File: config.mk
export PLATFORM = sky130hd
export DESIGN_NAME = bypass_chain_tx
export DESIGN_NICKNAME = d
export VERILOG_FILES = /design/src/rtl/bypass_chain_tx.sv
export SDC_FILE = /design/constraint.sdc
export NUM_CORES = 1
export LEC_CHECK = 0
export ABC_AREA = 1
export BUFFER_PORTS_ARGS = -buffer_cell sky130_fd_sc_hd__buf_4
export CORE_ASPECT_RATIO = 0.7
export CORE_MARGIN = 4
export CORE_UTILIZATION = 30
export CTS_CLUSTER_DIAMETER = 120
export CTS_CLUSTER_SIZE = 10
export DETAILED_ROUTE_END_ITERATION = 7
export PLACE_DENSITY = 0.58
export SLEW_MARGIN = 20
export SYNTH_ARGS = -nofsm -noshare
export SYNTH_HDL_FRONTEND = slang
export SYNTH_SLANG_ARGS = --single-unit
File: constraint.sdc
create_clock -name clk_i -period 1.95 [get_ports clk_i]
set_clock_uncertainty 0.1 [all_clocks]
set_input_delay 0.195 -clock clk_i [delete_from_list [all_inputs] [get_ports clk_i]]
set_output_delay 0.195 -clock clk_i [all_outputs]
set_load 0.005 [all_outputs]
File: src/rtl/bypass_chain_tx.sv
// Serial programmer for the wake-up bypass shift chain: shifts a parallel word in MSB-first, then strobes it into the holding stage.
// Optional readback of the previous shift-stage contents is built when BYPASS_TX_READBACK_EN is defined.
module bypass_chain_tx #(
   parameter int CHAIN_LEN = 24,
   parameter int SETTLE    = 1
) (
   input  logic                 clk_i,
   input  logic                 rst_i,
   input  logic                 cfg_valid_i,
   output logic                 cfg_ready_o,
   input  logic [CHAIN_LEN-1:0] cfg_data_i,
   output logic                 bypass_data_o,
   output logic                 bypass_en_o,
   output logic                 bypass_shift_o,
   input  logic                 bypass_data_i,
   output logic                 busy_o,
   output logic                 done_o,
   output logic [CHAIN_LEN-1:0] rdata_o,
   output logic                 rdata_valid_o
);

   localparam int               CNT_W       = $clog2(CHAIN_LEN + 1);
   localparam logic [CNT_W-1:0] CNT_LAST    = CNT_W'(CHAIN_LEN - 1);
   localparam logic [3:0]       SETTLE_LAST = (SETTLE > 0) ? 4'(SETTLE - 1) : 4'd0;

   typedef enum logic [2:0] {
      S_IDLE,
      S_SHIFT,
      S_SETTLE_WAIT,
      S_LATCH,
      S_DONE
   } state_t;

   state_t               r_state;
   state_t               w_next;
   logic [CHAIN_LEN-1:0] r_tx;
   logic [CNT_W-1:0]     r_cnt;
   logic [3:0]           r_settle_cnt;
   logic                 r_rst_done;
   logic                 w_accept;

   // Ready is held low while reset is asserted and rises only after the first non-reset edge.
   assign cfg_ready_o    = (r_state == S_IDLE) && r_rst_done;
   assign busy_o         = (r_state != S_IDLE);
   assign bypass_en_o    = (r_state == S_SHIFT);
   assign bypass_data_o  = (r_state == S_SHIFT) && r_tx[CHAIN_LEN-1];
   assign bypass_shift_o = (r_state == S_LATCH);
   assign done_o         = (r_state == S_DONE);
   assign w_accept       = cfg_valid_i && cfg_ready_o;

   always_comb begin
      w_next = r_state;
      unique case (r_state)
         S_IDLE:        if (w_accept) w_next = S_SHIFT;
         S_SHIFT:       if (r_cnt == CNT_LAST) w_next = (SETTLE > 0) ? S_SETTLE_WAIT : S_LATCH;
         S_SETTLE_WAIT: if (r_settle_cnt == SETTLE_LAST) w_next = S_LATCH;
         S_LATCH:       w_next = S_DONE;
         S_DONE:        w_next = S_IDLE;
         default:       w_next = S_IDLE;
      endcase
   end

   always_ff @(posedge clk_i) begin
      if (rst_i) begin
         r_state    <= S_IDLE;
         r_rst_done <= 1'b0;
      end else begin
         r_state    <= w_next;
         r_rst_done <= 1'b1;
      end
   end

   always_ff @(posedge clk_i) begin
      if (rst_i) begin
         r_tx         <= '0;
         r_cnt        <= '0;
         r_settle_cnt <= '0;
      end else begin
         case (r_state)
            S_IDLE: begin
               if (w_accept) begin
                  r_tx  <= cfg_data_i;
                  r_cnt <= '0;
               end
            end
            S_SHIFT: begin
               r_tx         <= {r_tx[CHAIN_LEN-2:0], 1'b0};
               r_cnt        <= r_cnt + CNT_W'(1);
               r_settle_cnt <= '0;
            end
            S_SETTLE_WAIT: r_settle_cnt <= r_settle_cnt + 4'd1;
            default: ;
         endcase
      end
   end

`ifdef BYPASS_TX_READBACK_EN
   logic [CHAIN_LEN-1:0] r_rx;
   logic [CHAIN_LEN-1:0] r_rdata;
   logic                 r_rdata_valid;

   // NOTE: r_rx has no reset; every transfer overwrites all CHAIN_LEN bits before it is copied out.
   always_ff @(posedge clk_i) begin
      if (bypass_en_o) r_rx <= {r_rx[CHAIN_LEN-2:0], bypass_data_i};
   end

   always_ff @(posedge clk_i) begin
      if (rst_i) begin
         r_rdata       <= '0;
         r_rdata_valid <= 1'b0;
      end else begin
         r_rdata_valid <= (r_state == S_LATCH);
         if (r_state == S_LATCH) r_rdata <= r_rx;
      end
   end

   assign rdata_o       = r_rdata;
   assign rdata_valid_o = r_rdata_valid;
`else
   logic w_unused;

   assign w_unused      = bypass_data_i;
   assign rdata_o       = '0;
   assign rdata_valid_o = 1'b0;
`endif

endmodule
# After elaboration in Yosys (flattened, before gate mapping)
# Cells that the tools add are included.
# W data, S select, Z words.
# totals
ff_bits,37
output_inout_bits,31
elab_cells,35
# op_classes
addsub,2
eq_ne,8
mux,10
n_reduce_logical,10
# ops
op,count
$pmux W24 S2,1
$mux W24,1
$pmux W3 S4,1
$pmux W5 S2,1
$mux W3,3
$pmux W4 S2,1
$eq A3 B2 Y1 const B,2
$add A5 B1 Y5 const B,1
$eq A5 B5 Y1 const B,1
$mux W5,1
$add A4 B1 Y4 const B,1
$logic_not A4 Y1,1
$ne A2 B2 Y1 const B,2
$reduce_bool A2 Y1,2
$eq A3 B1 Y1 const B,1
$eq A3 B3 Y1 const B,1
$logic_and A1 B1 Y1,3
$logic_not A3 Y1,1
$reduce_and A3 Y1,1
$reduce_bool A3 Y1,1
$ne A2 B1 Y1 const B,1
$reduce_and A2 Y1,1
$mux W1,1

# Logic depth before layout (Yosys ltp)
# Gate-level depths: netlist (run 1).
# logic_depth
depth_word,5
mapped_depth,8
mapped_depth_nobuf,8

# Least setup slack after synthesis (run 1)
# Ideal clock, no wire load.
# synth_timing
kind,register to register
startpoint,register r_state[2]
endpoint,register r_tx[10]
setup_ns,0.116
arrival_time_ns,1.182
required_ns,1.734
setup_slack_ns,0.552
path_stages_with_launch,8
path_buffers,1
period_less_slack_ns,1.398
cell_sequence,dfxtp_1 nor2_2 nand4_2 nand2_2 inv_2 buf_2 nor2_1 nor2_1
# synth_between
elab_chain_cells,5
# synth_lines
item,line,rtl
start: declaration,34,state_t r_state;
start signal: assignment,68,r_state <= w_next;
$logic_not A3 Y1,"43, 79",
$logic_and A1 B1 Y1,43,assign cfg_ready_o = (r_state == S_IDLE) && r_rst_done;
$logic_and A1 B1 Y1,49,assign w_accept = cfg_valid_i && cfg_ready_o;
$ne A2 B2 Y1 (no line),--,
$reduce_and A2 Y1 (no line),--,
end signal: assignment,82,r_tx <= cfg_data_i;
end signal: assignment,87,"r_tx <= {r_tx[CHAIN_LEN-2:0], 1'b0};"
end: declaration,36,logic [CHAIN_LEN-1:0] r_tx;
# Several ways; a longest one is shown, not always the timed one.
# A chain may end at the register's enable or synchronous reset.

# Worst setup path after layout (run 1)
# layout_timing
startpoint,register r_state[0]
endpoint,output port bypass_en_o
# layout_between
elab_chain_cells,1
# layout_lines
item,line,rtl
$eq A3 B1 Y1,45,assign bypass_en_o = (r_state == S_SHIFT);
end: declaration,13,"output logic bypass_en_o,"
# No other way between the ends.

==> qor.yml, run 1 <==
grt_overflow: 0
netlist.area_leader.share: 0.3773
io_buffers: 32
root_buffer: "clkbuf_8"
diodes: 0
cp_cell_sequence: "inv_2 > nor3_4 > buf_4 > buf_4"
yosys_warnings: 0
min_path_type: "in2reg"
place_hpwl_um: 3043
num_rows: 24
path_clk_slew_ps: 70
grt_usage: 0.1141
arrival_ps: 1400
leakagePower_nw: 1.130
drt-initial-drc-count: 104
setup_tns_ps: 0
drc: 0
synth_area_leaders: "dfxtp_1 38%, nand2_1 14%, buf_4 11%, nor2_1 10%, o21ai_0 4.8%"
power_density_mw_per_mm2: 845.3
reg2reg_to: "r_cnt[2]"
nets: 353
crit_required_ps: 1650
period_needed_ps: 1691
finalCritPeriodShare: 0.8673
vias_per_cell: 4.257
end_kind: "output pin"
initial_core_util: 0.3128
cts_buffers: 5
max_stage_delay_ps: 410
wl_um: 4327
setup.worst_path.start: "r_state[0]"
core_mm2: 0.006276
vdd_drop_max_uv: 295.9
grt_pass1_vias: 1589
crit_path_start_kind: "register"
layout_commonest_cell: "nand2_1"
drv_cap: 0
antenna_found_initial: 0
rr_worst_depth: 6
synth-simple-area-share: 0.3314
ys_seq_area_frac: 0.3773
r2r_start: "r_state[1]"
synth_top_cell_by_area: "dfxtp_1"
path_max_fanout: 15
hold_viol_final: 0
ant_nets: 0
max_freq_mhz: 591.3
synth_top_family_by_area: "simple AND/OR/NAND/NOR gates"
cp_common_cell: "buf_4"
muxShareOfSynthArea: 0
die_h_um: 75.68
grt_max_degree: 25
setup_viol_count_final: 0
cts_tree: "built"
die_width_um: 104.7
synth-compound-area-share: 0.1052
drv_slew: 0
netlist_instances: 289
io_pins: 59
syn_avg_cell_area_um2: 6.793
dieArea_mm2: 0.007923
final_core_util: 0.3670
wl_per_cell_um: 10.79
vias: 1707
status: "finished, final reports clean"
nFillCells: 680
cts_buffer_depth: 2
rsz0062_at_grt: "no"
cts_resized: 0
crit_path_end: "bypass_en_o"
post_synth_xor_area_fraction: 0
drive_gt1_frac: 0.1827
synthToLayoutAreaGrowth_pct: 17.34
ys_ff_latch: 37
worst-setup-path-type: "reg2out"
grt_pass1_wl_um: 7176
synthAdderAreaFrac: 0.01912
reg2reg_slack_ps: 380
layout_common_cells: "74 x nand2_1, 54 x nor2_1, 39 x buf_4"
syn_area_mm2: 0.001963
clk_latency_ps: 280
cpMaxStageDelayCell: "dfxtp_1"
synth_cell_types: 25
htree_levels: 2
place_congestion: 0.7668
cts_sinks: 37
dr.pass1.iters: 4
logic make-up after synthesis:
kind of cell | count (synthesis)
buf+inv | 55
fa+ha+maj | 3
other cells | 1
simple gates | 152
flops | 37
compound gates | 41
cells in the mapped netlist, drive strengths merged:
library cell,instances
nor3,11
o21ai,29
ha,3
buf,34
nand4,2
and3,1
inv,18
a21oi,11
clkbuf,3
nand2,75
conb,1
o22ai,1
nand3,7
dfxtp,37
nor2,55
nor4,1
layout make-up:
cell class	count	area, µm²	share of cell area
repair buffers	39	292.8	0.1271
inverters	18	67.56	0.02933
multi-input cells	221	988.4	0.4291
well taps	78	97.59	0.04237
flip-flops and latches	37	740.7	0.3216
clock buffers	7	86.33	0.03748
clock inverters	1	30.03	0.01304
state kept, by name (all words and copies together), names as in the netlist:
| name | flops |
|---|---|
| r_state | 3 |
| r_settle_cnt | 4 |
| r_rst_done | 1 |
| r_cnt | 5 |
| r_tx | 24 |
repair_timing:
action                                  4_1_cts  5_1_grt
buffers inserted                              0        1
hold buffers                                  0        0
endpoints found under the setup margin        0        1
where the power goes:
group	internal (mW)	total, mW	switching [mW]
Clock	0.417	0.686	0.269
Combinational	0.152	0.385	0.233
Sequential	0.835	0.877	0.0418
worst max-delay path: cells and delay by family, from the launching register on:
family / cells / cell delay, ps
DFF: 1 / 410
and+or+nand+nor: 1 / 220
buffers and inverters: 3 / 480
routing by layer:
| layer | track usage | routed length [µm] | part of all wire | vias up |
|---|---|---|---|---|
| met1 | 0.1461 | 2174 | 0.50 | 733 |
| met3 | 0.04234 | 296 | 0.068 | 4 |
| met5 | 0 | 0 | 0 | - |
| met2 | 0.1781 | 1814 | 0.42 | 45 |
| li1 | - | - | - | 925 |
| met4 | 0.04512 | 41 | 0.0095 | 0 |
worst min path at each step:
| stage | end | start | cells past startpoint | slack (ps) |
|---|---|---|---|---|
| after floorplan | r_tx[21] | cfg_data_i[21] | 2 | 230 |
| after global placement | r_tx[21] | cfg_data_i[21] | 3 | 330 |
| after detailed placement | r_tx[21] | cfg_data_i[21] | 3 | 340 |
| after CTS | r_tx[21] | cfg_data_i[21] | 3 | 30 |
| after global routing | r_tx[21] | cfg_data_i[21] | 3 | 50 |
| final | r_tx[21] | cfg_data_i[21] | 3 | 30 |
stage by stage:
step / instances / cell area [µm²] / power (mW) / hold WS [ps] / setup WS, ps
global placement: 392 / 2180 / 1.272 / 331.0 / 394.2
detailed placement: 392 / 2180 / 1.277 / 335.2 / 368.5
CTS: 400 / 2296 / 1.965 / 30.76 / 63.57
finish: 401 / 2303 / 1.947 / 33.26 / 258.7
floorplan: 313 / 2053 / 1.195 / 229.9 / 552.5
global route: 401 / 2303 / 2.076 / 53.11 / 162.6
Note: power is estimated with default switching activity, not from simulation.
==> run 2: changes to the inputs <==
--- a/config.mk
+++ b/config.mk
@@ -5,7 +5,6 @@
 export SDC_FILE = /design/constraint.sdc
 export NUM_CORES = 1
 export LEC_CHECK = 0
-export ABC_AREA = 1
 export BUFFER_PORTS_ARGS = -buffer_cell sky130_fd_sc_hd__buf_4
 export CORE_ASPECT_RATIO = 0.7
 export CORE_MARGIN = 4
@@ -13,7 +12,7 @@
 export CTS_CLUSTER_DIAMETER = 120
 export CTS_CLUSTER_SIZE = 10
 export DETAILED_ROUTE_END_ITERATION = 7
-export PLACE_DENSITY = 0.58
+export PLACE_DENSITY = 0.59
 export SLEW_MARGIN = 20
 export SYNTH_ARGS = -nofsm -noshare
 export SYNTH_HDL_FRONTEND = slang
==> run 2 against run 1 <==
Effect of this change:
- power is 22% lower
- global-route usage decreased by 0.28 points
- non-clock buffer count grew 3
- combinational power fell by 52%
- sequential share of layout area increased by 2.1 points
- area after synthesis shrank 6.8%
- first-iteration DRC count down 49%
- maximum frequency is 3.6% lower
- wire length decreased by 7.4%
- final area fell by 6.1%
- die area fell by 6.1%
- largest power group unchanged
==> qor.yml, run 2 <==
setup_tns_ps: 0  # unchanged
top_register: "r_tx"
layout_common_cells: "42 x buf_4, 37 x dfxtp_1, 36 x nand2_1"
layout_commonest_cell: "buf_4"
synth_area_leaders: "dfxtp_1 40%, buf_4 11%, nand2_1 7.4%, a22oi_1 7.0%, nor2_1 3.1%"
nets: 283  # -20%
grt_overflow: 0  # unchanged
ant_nets: 0  # unchanged
cp_cell_sequence: "inv_1 > nand3_2 > inv_2 > and2_1 > buf_4"
netlist.area_leader.share: 0.4046  # +0.02734
ys.flop_type: "dfxtp_1"
end_kind: "output pin"
async_flop_share: 0  # unchanged
min_path_cells: 3  # unchanged
min_to: "r_tx[15]"
period_needed_ps: 1755  # +63.57 ps
wl_um: 4005  # -7.4%
r2r_start: "r_state[1]"
path_clk_slew_ps: 70  # about the same
core_mm2: 0.005813  # -7.4%
drv_cap: 0  # unchanged
finalCritPeriodShare: 0.8999  # +0.03260
cpMaxStageDelayCell: "dfxtp_1"
path_max_fanout: 7  # -8
synthToLayoutAreaGrowth_pct: 18.18
rsz0062_at_grt: "no"
cts_sinks: 37  # unchanged
cts_buffer_depth: 2  # unchanged
grt_pass1_vias: 1384  # -13%
grt_max_degree: 19  # -24%
num_rows: 23  # -4.2%
grt_usage: 0.1113  # -0.002842
crit_path_start_kind: "register"
synth_cell_types: 41  # +64%
grt_pass1_wl_um: 6492  # -9.5%
place_hpwl_um: 2930  # -3.7%
htree_levels: 2  # unchanged
post_cts_buffers: 0  # unchanged
min_path_type: "in2reg"
reg2reg_slack_ps: 400  # +20 ps
io_pins: 59  # unchanged
rr_worst_depth: 3  # -3
drt-initial-drc-count: 53  # -49%
power_density_mw_per_mm2: 697.9  # -17%
place_congestion: 0.7647  # -0.27%
initial_core_util: 0.3149  # +0.002096
root_buffer: "clkbuf_8"
setup_viol_count_final: 0  # unchanged
dieArea_mm2: 0.007436  # -6.1%
synth_common_cells: "37 x dfxtp_1, 36 x nand2_1, 26 x buf_4, 17 x a22oi_1, 15 x nor2_1"
largest_reg_flops: 24  # unchanged
dr.pass1.iters: 4  # unchanged
antenna_found_initial: 0  # unchanged
syn_area_mm2: 0.001831  # -6.8%
hold_viol_final: 0  # unchanged
reg.largest.list: "r_tx x24, r_cnt x5, r_settle_cnt x4"
die_h_um: 73.36  # -3.1%
cts_resized: 0  # unchanged
worst-setup-path-type: "reg2out"
crit_required_ps: 1650  # about the same
syn_avg_cell_area_um2: 8.554  # +26%
diodes: 0  # unchanged
min_from: "cfg_data_i[15]"
io_buffers: 32  # unchanged
leakagePower_nw: 0.9730  # -14%
place_ws_ps: 424.9  # +56.37 ps
setup_slack_ps: 195.2  # -63.57 ps
wl_per_cell_um: 12.21  # +13%
reg2reg_to: "r_settle_cnt[3]"
cts_tree: "built"
synth_edf_count: 0  # unchanged
status: "finished, final reports clean"
drc: 0  # unchanged
ys_ff_latch: 37  # unchanged
vias_per_cell: 4.567  # +7.3%
vdd_drop_max_uv: 359.4  # +21%
ys_seq_area_frac: 0.4046  # +0.02734
synth_most_common_cell: "dfxtp_1"
cp_top_family: "flip-flops"
arrival_ps: 1460  # +60 ps
worst-path-buf-inv: 3  # unchanged
hold_buffers: 0  # unchanged
drv_slew: 0  # unchanged
max_freq_mhz: 569.9  # -3.6%
clk_latency_ps: 280  # about the same
synth_top_cell_by_area: "dfxtp_1"
max_stage_delay_ps: 510  # +100 ps
die_width_um: 101.4  # -3.2%
netlist_instances: 214  # -26%
drive_gt1_frac: 0.2253  # +0.04263
vias: 1498  # -12%
cts_buffers: 5  # unchanged
yosys_warnings: 0  # unchanged
[run 2: how the worst max path moves through the flow]
stage	cells after the start	endpoint	slack, ps	startpoint
floorplan	7	r_tx[10]	480	r_state[0]
global placement	4	r_state[0]	410	r_state[0]
detailed placement	3	r_settle_cnt[3]	420	r_state[1]
CTS	5	bypass_data_o	180	r_state[2]
global route	5	bypass_data_o	100	r_state[2]
finish	5	bypass_data_o	200	r_state[1]
[run 2: through the flow]
step	power [mW]	hold slack, ps	util	area [µm²]	cells
floorplan	0.9674	223.7	-	1921	238
global placement	1.015	310.6	0.3579	2081	320
detailed placement	1.017	316.1	0.3579	2081	320
CTS	1.531	14.27	0.3721	2163	328
global route	1.593	17.90	0.3721	2163	328
finish	1.510	22.07	0.3721	2163	328
[run 2: area by class of cell]
class                           instances  area [µm²]
Timing Repair Buffer                   42       315.3
Inverter                                8       30.03
Tap cell                               75       93.84
Fill cell                             622        3650
Clock buffer                            6       72.57
Clock inverter                          2       10.01
Multi-Input combinational cell        158       900.9
Sequential cell                        37       740.7
[run 2: kinds of logic (layout without fill, tap and decap cells)]
group	count (synthesis)	in the layout	synth area share
other	1	25	0.002049
xor gates and xnor gates	1	1	0.004786
and+or+nand+nor	82	82	0.2344
buffers and inverters	43	58	0.1524
muxes	1	1	0.006151
DFF	37	37	0.4046
adders and majority gates	3	3	0.02051
AOI/OAI and AO/OA	46	46	0.1750
[run 2: power breakdown]
part / internal, mW / switching, mW
Sequential: 0.793 / 0.0227
Combinational: 0.0872 / 0.0988
Clock: 0.248 / 0.261
Total: 1.13 / 0.382
[run 2: worst min-delay path, stage by stage]
cell and delay (ps):
buf_4 70, a22oi_1 50, nand2_1 60
[run 2: metal layers]
layer	global-route usage	up-vias	wire (µm)
met5	0	-	0
met4	0.04425	0	48
met3	0.03226	5	247
met2	0.1558	37	1668
met1	0.1594	683	2041
li1	-	773	-
==> run 3: changes to the inputs <==
--- a/config.mk
+++ b/config.mk
@@ -5,6 +5,7 @@
 export SDC_FILE = /design/constraint.sdc
 export NUM_CORES = 1
 export LEC_CHECK = 0
+export ABC_AREA = 1
 export BUFFER_PORTS_ARGS = -buffer_cell sky130_fd_sc_hd__buf_4
 export CORE_ASPECT_RATIO = 0.7
 export CORE_MARGIN = 4
@@ -12,7 +13,8 @@
 export CTS_CLUSTER_DIAMETER = 120
 export CTS_CLUSTER_SIZE = 10
 export DETAILED_ROUTE_END_ITERATION = 7
-export PLACE_DENSITY = 0.59
+export PLACE_DENSITY = 0.58
+export SETUP_SLACK_MARGIN = 0.1
 export SLEW_MARGIN = 20
 export SYNTH_ARGS = -nofsm -noshare
 export SYNTH_HDL_FRONTEND = slang
==> run 3 against run 2 <==
Effect of this change:
- via count rose by 12%
- core utilization fell by 0.51 points
- final area rose by 6.5%
- sequential cell count did not move
- global-route usage rose by 0.36 points
- largest power group unchanged
- setup slack improved by 68 ps
- critical path type unchanged
- clock power rose by 35%
- non-clock buffer count fell by 3
- first-iteration DRC count rose by 58%
- worst hold slack improved by 12 ps
- sequential share of layout area fell by 2.1 points
==> qor.yml, run 3 (same netlist as run 1, synthesis figures left out) <==
status: "finished, final reports clean"
antenna_found_initial: 0  # unchanged
setup_tns_ps: 0  # unchanged
vias_per_cell: 4.200  # -8.0%
synthToLayoutAreaGrowth_pct: 17.34
core_mm2: 0.006276  # +8.0%
cts_tree: "built"
io_pins: 59  # unchanged
wl_per_cell_um: 10.76  # -12%
cts_resized: 0  # unchanged
drv_slew: 0  # unchanged
regArea_um2: 740.7  # unchanged
drive_gt1_frac: 0.1827  # -0.04263
arrival_ps: 1390  # -70 ps
dieArea_mm2: 0.007923  # +6.5%
drt-initial-drc-count: 84  # +58%
place_hpwl_um: 3043  # +3.8%
hold_buffers: 0  # unchanged
leakagePower_nw: 1.130  # +16%
root_buffer: "clkbuf_8"
htree_levels: 2  # unchanged
vias: 1684  # +12%
grt_overflow: 0  # unchanged
cts_buffers: 5  # unchanged
ant_nets: 0  # unchanged
hold_viol_final: 0  # unchanged
grt_max_degree: 25  # +6
crit_required_ps: 1650  # about the same
largest_reg_flops: 24  # unchanged
grt_usage: 0.1149  # +0.003587
period_needed_ps: 1687  # -68.22 ps
worst-setup-path-type: "reg2out"
grt_pass1_vias: 1593  # +15%
top_register: "r_tx"
drv_cap: 0  # unchanged
path_clk_slew_ps: 70  # about the same
path_max_fanout: 15  # +8
io_buffers: 32  # unchanged
vdd_drop_max_uv: 296.2  # -18%
setup_viol_count_final: 0  # unchanged
wl_um: 4316  # +7.8%
cts_sinks: 37  # unchanged
num_rows: 24  # +4.3%
die_h_um: 75.68  # +3.2%
layout_commonest_cell: "nand2_1"
min_path_type: "in2reg"
layout_common_cells: "74 x nand2_1, 54 x nor2_1, 39 x buf_4"
nFillCells: 679  # +9.2%
hold-worst-slack_ps: 34.30  # +12.22 ps
crit_path_start_kind: "register"
multi_input_area_um2: 988.4  # +9.7%
reg.largest.list: "r_tx x24, r_cnt x5, r_settle_cnt x4"
finalCritPeriodShare: 0.8649  # -0.03499
cts_buffer_depth: 2  # unchanged
clk_latency_ps: 290  # about the same
dr.pass1.iters: 4  # unchanged
die_width_um: 104.7  # +3.3%
place_congestion: 0.7668  # +0.27%
max_freq_mhz: 592.9  # +4.0%
rsz0062_at_grt: "no"
nets: 353  # +25%
power_density_mw_per_mm2: 845.1  # +21%
drc: 0  # unchanged
diodes: 0  # unchanged
end_kind: "output pin"
grt_pass1_wl_um: 7217  # +11%
initial_core_util: 0.3128  # -0.002096
[run 3: final cells by class]
class / count / share of cell area
clock inverters: 1 / 0.01304
clock buffers: 7 / 0.03748
repair buffers: 39 / 0.1271
multi-input cells: 221 / 0.4291
well taps: 78 / 0.04237
inverters: 18 / 0.02933
flip-flops and latches: 37 / 0.3216
[run 3: where the power goes]
part           internal (mW)  switching (mW)
clock                  0.417           0.268
sequential             0.835          0.0413
combinational          0.152           0.234
[run 3: per-stage QoR]
step / total power, mW / setup slack, ps / area [µm²] / utilization / cells
after floorplan: 1.195 / 552.5 / 2053 / - / 313
after global placement: 1.272 / 394.2 / 2180 / 0.3473 / 392
after detailed placement: 1.277 / 368.5 / 2180 / 0.3473 / 392
after CTS: 1.970 / 246.1 / 2303 / 0.3670 / 401
after global routing: 2.077 / 181.3 / 2303 / 0.3670 / 401
final: 1.947 / 263.4 / 2303 / 0.3670 / 401
[run 3: final timing paths]
check | slack [ps] | end | cells after the start | from
setup / recovery | 260 | bypass_en_o | 4 | r_state[0]
hold / removal | 30 | r_tx[21] | 3 | cfg_data_i[21]
setup reg to reg | 380 | r_cnt[2] | 6 | r_state[1]
hold reg to reg | 370 | r_tx[0] | 2 | r_tx[0]
[run 3: what timing repair did]
item | in CTS | in global routing
endpoints found under the setup margin | 1 | 0
setup buffers | 1 | 0
endpoints found under the hold margin | 0 | 0
[run 3: worst max-delay path: stages, from the launching register on]
cell and delay (ps):
dfxtp_1 410, inv_2 90, nor3_4 210, buf_4 240
buf_4 140
[run 3: layer usage]
layer / share of wire / GRT usage / vias to the layer above
li1: - / - / 927
met1: 0.50 / 0.1471 / 716
met2: 0.43 / 0.1795 / 37
met3: 0.062 / 0.04234 / 4
met4: 0.0095 / 0.04512 / 0
met5: 0 / 0 / -
